[src/rtl/penalty_match_ctl.sv]
// penalty_match_ctl: solo/versus penalty shootout sequencer with aim timeout, scoring and early finish.
// Optional macro SUDDEN_DEATH_EN: a versus tie after regulation continues with extra rounds.
module penalty_match_ctl #(
  parameter int ROUNDS         = 5,
  parameter int TIMEOUT_FRAMES = 180,
  parameter int SAVE_RADIUS    = 64,
  parameter int COORD_W        = 12,
  parameter int SCORE_W        = 4
) (
  input  logic               clk,
  input  logic               rst,
  input  logic               solo_enable,
  input  logic               left_clicked,
  input  logic               vsync,
  input  logic               ball_valid,
  input  logic [COORD_W-1:0] ball_x,
  input  logic [COORD_W-1:0] glove_x,
  output logic [2:0]         state,
  output logic               shooter,
  output logic [7:0]         round,
  output logic [SCORE_W-1:0] score_a,
  output logic [SCORE_W-1:0] score_b,
  output logic               goal_pulse,
  output logic               save_pulse,
  output logic [1:0]         winner
);
  typedef enum logic [2:0] {
    S_IDLE   = 3'd0,
    S_AIM    = 3'd1,
    S_FLIGHT = 3'd2,
    S_RESULT = 3'd3,
    S_OVER   = 3'd4
  } state_t;

  localparam int                 TW         = $clog2(TIMEOUT_FRAMES + 1);
  localparam logic [TW-1:0]      LP_TO_LAST = TW'(TIMEOUT_FRAMES - 1);
  localparam logic [COORD_W:0]   LP_RADIUS  = (COORD_W + 1)'(SAVE_RADIUS);
  localparam logic [SCORE_W-1:0] LP_SMAX    = '1;
  localparam logic [7:0]         LP_ROUNDS8 = 8'(ROUNDS);
  localparam logic [15:0]        LP_ROUNDS  = 16'(ROUNDS);

  state_t             r_state;
  logic               r_clk_sync, r_clk_prev, r_vs_sync, r_vs_prev;
  logic               r_solo, r_shooter, r_goal, r_save;
  logic [7:0]         r_round;
  logic [SCORE_W-1:0] r_score_a, r_score_b;
  logic [1:0]         r_winner;
  logic [TW-1:0]      r_frames;

  logic                      w_click, w_tick, w_save, w_neq, w_early, w_solo_over, w_vs_over;
  logic signed [COORD_W:0]   w_diff;
  logic        [COORD_W:0]   w_dist;
  logic [SCORE_W-1:0]        w_sa_inc, w_sb_inc;
  logic [15:0]               w_a16, w_b16, w_rem_a, w_rem_b;
  logic [1:0]                w_winner;

  assign w_click = r_clk_sync & ~r_clk_prev;
  assign w_tick  = r_vs_sync & ~r_vs_prev;

  assign w_diff = $signed({1'b0, ball_x}) - $signed({1'b0, glove_x});
  assign w_dist = w_diff[COORD_W] ? (~w_diff + 1'b1) : w_diff;
  assign w_save = (w_dist <= LP_RADIUS);

  assign w_sa_inc = (r_score_a == LP_SMAX) ? r_score_a : r_score_a + 1'b1;
  assign w_sb_inc = (r_score_b == LP_SMAX) ? r_score_b : r_score_b + 1'b1;

  // Shots left include the current round; B still owes one when A has just shot.
  assign w_a16   = 16'(r_score_a);
  assign w_b16   = 16'(r_score_b);
  assign w_rem_a = LP_ROUNDS - 16'(r_round);
  assign w_rem_b = w_rem_a + {15'd0, ~r_shooter};
  assign w_neq   = (r_score_a != r_score_b);
  assign w_early = (r_round <= LP_ROUNDS8) &
                   ((w_a16 > w_b16 + w_rem_b) | (w_b16 > w_a16 + w_rem_a));

  assign w_solo_over = (r_round >= LP_ROUNDS8);
`ifdef SUDDEN_DEATH_EN
  assign w_vs_over = w_early | (r_shooter & (r_round >= LP_ROUNDS8) & w_neq);
`else
  assign w_vs_over = w_early | (r_shooter & (r_round == LP_ROUNDS8));
`endif

  assign w_winner = (r_score_a > r_score_b) ? 2'b01 :
                    (r_score_a < r_score_b) ? 2'b10 : 2'b11;

  always_ff @(posedge clk or posedge rst) begin
    if (rst) begin
      r_state    <= S_IDLE;
      r_clk_sync <= 1'b0;
      r_clk_prev <= 1'b0;
      r_vs_sync  <= 1'b0;
      r_vs_prev  <= 1'b0;
      r_solo     <= 1'b0;
      r_shooter  <= 1'b0;
      r_round    <= 8'd0;
      r_score_a  <= '0;
      r_score_b  <= '0;
      r_goal     <= 1'b0;
      r_save     <= 1'b0;
      r_winner   <= 2'b00;
      r_frames   <= '0;
    end else begin
      r_clk_sync <= left_clicked;
      r_clk_prev <= r_clk_sync;
      r_vs_sync  <= vsync;
      r_vs_prev  <= r_vs_sync;
      r_goal     <= 1'b0;
      r_save     <= 1'b0;
      case (r_state)
        S_IDLE: if (w_click) begin
          r_solo    <= solo_enable;
          r_score_a <= '0;
          r_score_b <= '0;
          r_frames  <= '0;
          r_round   <= 8'd1;
          r_shooter <= 1'b0;
          r_winner  <= 2'b00;
          r_state   <= S_AIM;
        end
        // A click landing on the expiring tick still counts as a shot.
        S_AIM: if (w_click) begin
          r_state <= S_FLIGHT;
        end else if (w_tick) begin
          if (r_frames == LP_TO_LAST) begin
            r_save  <= 1'b1;
            if (r_solo) r_score_b <= w_sb_inc;
            r_state <= S_RESULT;
          end else begin
            r_frames <= r_frames + 1'b1;
          end
        end
        S_FLIGHT: if (ball_valid) begin
          if (w_save) begin
            r_save <= 1'b1;
            if (r_solo) r_score_b <= w_sb_inc;
          end else begin
            r_goal <= 1'b1;
            if (r_shooter) r_score_b <= w_sb_inc;
            else           r_score_a <= w_sa_inc;
          end
          r_state <= S_RESULT;
        end
        S_RESULT: if (w_tick) begin
          r_frames <= '0;
          if (r_solo ? w_solo_over : w_vs_over) begin
            r_winner <= w_winner;
            r_state  <= S_OVER;
          end else begin
            r_state <= S_AIM;
            if (r_solo || r_shooter)
              r_round <= (r_round == 8'hFF) ? r_round : r_round + 8'd1;
            if (!r_solo) r_shooter <= ~r_shooter;
          end
        end
        S_OVER: if (w_click) r_state <= S_IDLE;
        default: r_state <= S_IDLE;
      endcase
    end
  end

  assign state      = r_state;
  assign shooter    = r_shooter;
  assign round      = r_round;
  assign score_a    = r_score_a;
  assign score_b    = r_score_b;
  assign goal_pulse = r_goal;
  assign save_pulse = r_save;
  assign winner     = r_winner;
endmodule

[config.mk]
export PLATFORM = sky130hd
export DESIGN_NAME = penalty_match_ctl
export DESIGN_NICKNAME = d
export VERILOG_FILES = /design/src/rtl/penalty_match_ctl.sv
export SDC_FILE = /design/constraint.sdc
export NUM_CORES = 1
export LEC_CHECK = 0
export BUFFER_PORTS_ARGS = -buffer_cell sky130_fd_sc_hd__buf_2
export CAP_MARGIN = 10
export CORE_UTILIZATION = 53
export DETAILED_ROUTE_END_ITERATION = 8
export GPL_TIMING_DRIVEN = 0
export PLACE_DENSITY = 0.76
export SLEW_MARGIN = 15
export SYNTH_ARGS = -nofsm -noshare
export SYNTH_HDL_FRONTEND = slang
export SYNTH_SLANG_ARGS = --single-unit
[constraint.sdc]
create_clock -name clk -period 3.53 [get_ports clk]
set_input_delay 0.353 -clock clk [delete_from_list [all_inputs] [get_ports clk]]
set_output_delay 0.353 -clock clk [all_outputs]
set_load 0.01 [all_outputs]
# After elaboration in Yosys (flattened, before gate mapping)
# Cells that the tools add are included.
dict set report totals {
  regBits 37
  latch_bits 0
  mem_bits_rw 0
  mem_bits_ro 0
  out_inout_bits 24
  n_memories 0
}
dict set report op_classes {
  addsub 10
  mul 0
  n_div 0
  n_lt_le_gt_ge 7
  eq_ne 28
  n_shift 0
  mux 58
  bitwise 10
  n_reduce_logical 14
}
# cell n
set ops {}
lappend ops {{$mux 8} 10}
lappend ops {{$mux 4} 13}
lappend ops {{$gt 4x16->1} 2}
lappend ops {{$ne 2x2->1 const B} 16}
lappend ops {{$mux 3} 8}
lappend ops {{$pmux 8 s3} 1}
lappend ops {{$reduce_and 6->1} 4}
lappend ops {{$add 8x1->8 const B} 2}
lappend ops {{$eq 8x8->1 const B} 2}
lappend ops {{$pmux 8 s2} 1}
lappend ops {{$pmux 3 s5} 1}
lappend ops {{$mux 1} 14}
lappend ops {{$add 13x1->13 const B} 1}
lappend ops {{$le 13x7->1 const B} 1}
lappend ops {{$mux 13} 1}
lappend ops {{$not 13->13} 1}
lappend ops {{$sub 12x12->13} 1}
lappend ops {{$pmux 4 s3} 1}
lappend ops {{$add 5x10->11} 1}
lappend ops {{$add 5x9->10} 1}
lappend ops {{$add 9x2->10} 1}
lappend ops {{$ne 3x3->1 const B} 3}
lappend ops {{$sub 3x8->9 const A} 1}
lappend ops {{$add 4x1->4 const B} 2}
lappend ops {{24 further kinds} 38}

# Depth between registers and ports, before layout
dict set report depth {
  ltp_word 11
  depth_mapped 16
  mapped_depth_nobuf 16
}

# Worst setup path before layout
# OpenSTA, ideal clock, no wires.
dict set report synth_timing {
  kind {in2reg}
  startpoint {input ball_x[0]}
  endpoint {register r_score_b[1] (netlist: score_b[1])}
  setup_ns 0.126
  t_arrival_ns 3.648
  t_required_ns 3.404
  slack_ns -0.245
  stages 14
  path_cell_list {inv_1 -> ha_1 -> inv_1 -> fa_1 -> a21oi_2 -> o211a_4 -> nor3_2 -> a2111oi_4 -> xnor2_1 -> or3_1 -> a221oi_4 -> mux2_4 -> o31a_1 -> a311o_1}
}
dict set report synth_between {
  elab_chain_len 8
  word_cells_on_any_way 10
  classes_between {2 x add/sub; 1 x order compare; 1 x eq/ne; 4 x mux; 1 x bitwise; 1 x reduce/logical}
}
# item line_no
set synth_lines {}
lappend synth_lines {{from (decl)} 16} ;# input logic [COORD_W-1:0] ball_x,
lappend synth_lines {{$sub 12x12->13 (*)} 60} ;# assign w_diff = $signed({1'b0, ball_x}) - $signed({1'b0, glove_x});
lappend synth_lines {{$not 13->13} 61} ;# assign w_dist = w_diff[COORD_W] ? (~w_diff + 1'b1) : w_diff;
lappend synth_lines {{$add 13x1->13} 61}
lappend synth_lines {{$mux 13 (*)} 61}
lappend synth_lines {{$le 13x7->1 (*)} 62} ;# assign w_save = (w_dist <= LP_RADIUS);
lappend synth_lines {{$mux 4} 133} ;# if (w_save) begin
lappend synth_lines {{$mux 4} 132} ;# S_FLIGHT: if (ball_valid) begin
lappend synth_lines {{$pmux 4 s3} 109} ;# case (r_state)
lappend synth_lines {{to (signal assigned)} 126} ;# if (r_solo) r_score_b <= w_sb_inc;
lappend synth_lines {{to (signal assigned)} 135} ;# if (r_solo) r_score_b <= w_sb_inc;
lappend synth_lines {{to (signal assigned)} 138} ;# if (r_shooter) r_score_b <= w_sb_inc;
lappend synth_lines {{to (decl)} 46} ;# logic [SCORE_W-1:0] r_score_a, r_score_b;
# Every way passes the cells marked *; elsewhere a longest branch is shown, timed or not. The select of a mux whose other input is x is not followed.
# A chain may end at the register's enable or synchronous reset.

# Worst setup path after layout
dict set report layout_timing {
  startpoint {register r_round[0] (netlist: round[0])}
  endpoint {register r_round[6] (netlist: round[6])}
}
dict set report layout_between {
  elab_chain_len 10
  word_cells_on_any_way 24
  classes_between {5 x add/sub; 4 x order compare; 4 x eq/ne; 6 x mux; 4 x bitwise; 1 x reduce/logical}
}
# item line_no
set layout_lines {}
lappend layout_lines {{from (decl)} 45} ;# logic [7:0] r_round;
lappend layout_lines {{from (signal assigned)} 151} ;# r_round <= (r_round == 8'hFF) ? r_round : r_round + 8'd1;
lappend layout_lines {{$sub 3x8->9} 70} ;# assign w_rem_a = LP_ROUNDS - 16'(r_round);
lappend layout_lines {{$add 9x2->10} 71} ;# assign w_rem_b = w_rem_a + {15'd0, ~r_shooter};
lappend layout_lines {{$add 5x10->11} 74} ;# ((w_a16 > w_b16 + w_rem_b) | (w_b16 > w_a16 + w_rem_a));
lappend layout_lines {{$gt 4x16->1} 74}
lappend layout_lines {{$or 1x1->1} 74}
lappend layout_lines {{$and 1x1->1} 73} ;# assign w_early = (r_round <= LP_ROUNDS8) &
lappend layout_lines {{$or 1x1->1} 80} ;# assign w_vs_over = w_early | (r_shooter & (r_round == LP_ROUNDS8));
lappend layout_lines {{$mux 1} 145} ;# if (r_solo ? w_solo_over : w_vs_over) begin
lappend layout_lines {{$ne 2x2->1 (no line)} -}
lappend layout_lines {{$reduce_and 6->1 (no line)} -}
# Several ways; a longest one is shown, not always the timed one. The select of a mux whose other input is x is not followed.

==> metrics <==
DRT iter0 DRCs=between 200 and 250; switch share=between 40% and 50%; max-cap violations=0; worst-path maximum fanout=4; total congestion overflow=0; Distinct cells, synth=73; switching power total=1320 µW; RePlAce Congestion=0.908; initial antenna violation count=0; first-pass GRT wire length=14.6 mm; data required time at the worst endpoint=about 3800 ps; outcome=finished, final reports clean; Worst Max-Slew Pin Slew=785 ps; share of layout cells above drive strength 1=25.7%; relative slew slack=46.9%; Worst Hold Class=in2reg; CTS Buf Count=5; CP max-delay cell=fa_1; Avg WL per Cell=15.3 µm; CTS Buffer Depth=2; clk slew on worst S/H paths=approximately 80 ps; Setup crit start=round[0]$_DFFE_PP0P_; Net Count, Synth=508; port bufs=53; fin nets=roughly 590; vias in the first global route=3,235; H-Tree Depth=2; Yosys warning total=0; Via Count=3,598; Final Power=between 2000 and 3000 µW; die width=85.0 µm; Die Span Y=85.0 µm; Slew Limit Fails=0; Sink Count=37; Vias/cell=between 6 and 7; Flop pwr share=22.6%; CTS tree=done; WL final=9.07 mm; Layout area overhead=21.2%; Fin. Hold Viols=0; core area=6490 µm²; # DRC=0; n_diodes=0; Routed Antenna Nets=0; Power Density=639 nW/µm²; Die ar.=7230 µm²; share of power burned in the clock network=around 11%; hold depth=1; highest clock rate=294 MHz; sequential area share after synthesis=25.3%; Clock Latency Late Sink=around 300 ps; synthesized cell area=about 3700 µm²; boundary pin count=54; Worst VDD drop=267 µV; Int Pwr=1510 µW; final instance area=4430 µm²; Setup Viol. Count Final=0; Critical Path End Type=register; critical path type=reg2reg; ys async rst share=100%; top_reg_cell synth=dfrtp_1; Yosys reg bits=37; GR Util All Layers=about a quarter; post-DP HPWL=6.80 mm; min cycle time layout=3410 ps; Post-synth EDFFs=0; worst path arrival time=3650 ps; Hold Slack=about 160 ps; largest stage delay on the critical path=~480 ps; largest net degree at the start of global routing=38; beginning of the worst register-to-register path=round[0]$_DFFE_PP0P_; launching element type of the critical path=register; dpl cell area=between 4000 and 5000 µm²; mean post-synth cell area=8.38 µm²; first-pass detailed-route iteration total=4; initial core utilization=56.3%; Static Leak=0.00211 µW; worst-path cell chain=inv_2, ha_2, fa_1, inv_1, ha_1, nor2b_1, o21a_1, o21a_1, o2111a_1, a32oi_2, a31o_4, nand4_1, or3b_4, nand2_1; Hold Path Origin=vsync; worst r2r path cells=14; Logic pwr share=66.2%; root buffer selected by CTS=clkbuf_8; Clock Skews=around 10 ps; most frequent cell on the critical path=o21a_1; FP Rows=29; fin crit share=96.5%; Mapped Cells=approximately 440
## worst max-delay path, delay by kind of cell (launching register included)
kind / cells / cell delay [ps]
adders and majority gates: 3 / 960
buffers and inverters: 2 / 110
and+or+nand+nor: 4 / 820
DFF: 1 / 420
AOI/OAI and AO/OA: 5 / 1040
## per-stage QoR
step | worst slack (ps) | utilization [%] | setup TNS [ps] | std cells
2_1_floorplan | -9.49 | - | -9.49 | 436
3_3_place_gp | -408 | 63.0 | -3120 | 566
3_5_place_dp | -483 | 63.0 | -4160 | 566
4_1_cts | 2.43 | 65.8 | 0 | 582
5_1_grt | -14.5 | 68.2 | -32.4 | 591
6_report | 123 | 68.2 | 0 | 591
## cells in the mapped netlist, drive strengths merged (3+ instances only)
master | count | area, µm²
nand2 | 41 | 154
ha | 38 | 475
dfrtp | 37 | 926
o21ai | 34 | 170
a21oi | 33 | 169
inv | 33 | 124
nor2 | 33 | 124
nand3 | 16 | 80.1
nor3 | 16 | 85.1
nor2b | 9 | 56.3
xnor2 | 9 | 78.8
and3 | 8 | 50.1
a21o | 7 | 52.6
o21a | 7 | 52.6
or3 | 7 | 48.8
nand4 | 6 | 37.5
o31ai | 6 | 45.0
xor2 | 6 | 52.6
a2111oi | 5 | 82.6
a31o | 5 | 43.8
buf | 5 | 38.8
clkbuf | 5 | 18.8
nand2b | 5 | 31.3
a211oi | 4 | 30.0
and2 | 4 | 25.0
fa | 4 | 80.1
o2111ai | 4 | 35.0
a21boi | 3 | 22.5
mux2 | 3 | 41.3
or3b | 3 | 26.3
## worst paths after layout
check	to	slack (ps)
setup / recovery	round[6]$_DFFE_PP0P_	120
hold / removal	r_vs_sync$_DFF_PP0_	160
setup reg to reg	round[6]$_DFFE_PP0P_	120
hold reg to reg	r_vs_prev$_DFF_PP0_	390
max in group asynchronous	score_b[0]$_DFFE_PP0P_	2800
min in group asynchronous	round[6]$_DFFE_PP0P_	190
## cells by family after synthesis
group	synth area share, %
AO/OA/AOI/OAI	28.1
flip-flops	25.3
multiplexers	1.13
XOR/XNOR	3.59
buffers and inverters	4.96
AND/OR/NAND/NOR	21.7
adder cells (fa/ha/maj)	15.2
## per-layer routing
metal / GRT usage [%] / share of wire [%]
met5: 0 / 0
met1: 30.9 / 43
met3: 2.72 / 4.1
met4: 8.47 / 2.0
met2: 44.6 / 51
## cells in the final DEF, fill, tap and decap left out, types with 16 or more instances in the layout
cell type	n
nor2_1	33
buf_4	19
buf_2	54
ha_1	34
a21oi_1	30
nand2_1	41
inv_1	28
dfrtp_1	33
o21ai_0	32
nand3_1	16
## power groups by stage
stage	Sequential (µW)	Combinational, µW	Clock, µW
after floorplan	653	1180	0
after global placement	656	1540	0
after detailed placement	658	1600	0
after CTS	642	1670	319
after global routing	655	2060	343
final	640	1870	317
## registers in the layout (all words and copies together) (netlist names)
register and count:
round 8, r_vs_prev 1, r_clk_prev 1, r_clk_sync 1, r_vs_sync 1, score_b 4
r_solo 1, score_a 4, goal_pulse 1, state 3, save_pulse 1, r_frames 8
winner 2, shooter 1
## final cells by class
type / instances / area, µm²
tap: 77 / 96.3
buffer: 9 / 53.8
fill: 552 / 2060
inverter: 33 / 124
timing repair buffer: 71 / 400
clock buffer: 6 / 82.6
clock inverter: 2 / 13.8
sequential: 37 / 931
multi-input combinational: 356 / 2730
## what timing repair did
item,CTS,global route
hold buffers,0,0
pin swaps,1,13
buffers inserted,8,10
endpoints found under the setup margin,12,12
resized for setup,7,17
Note: power is estimated with default switching activity, not from simulation.
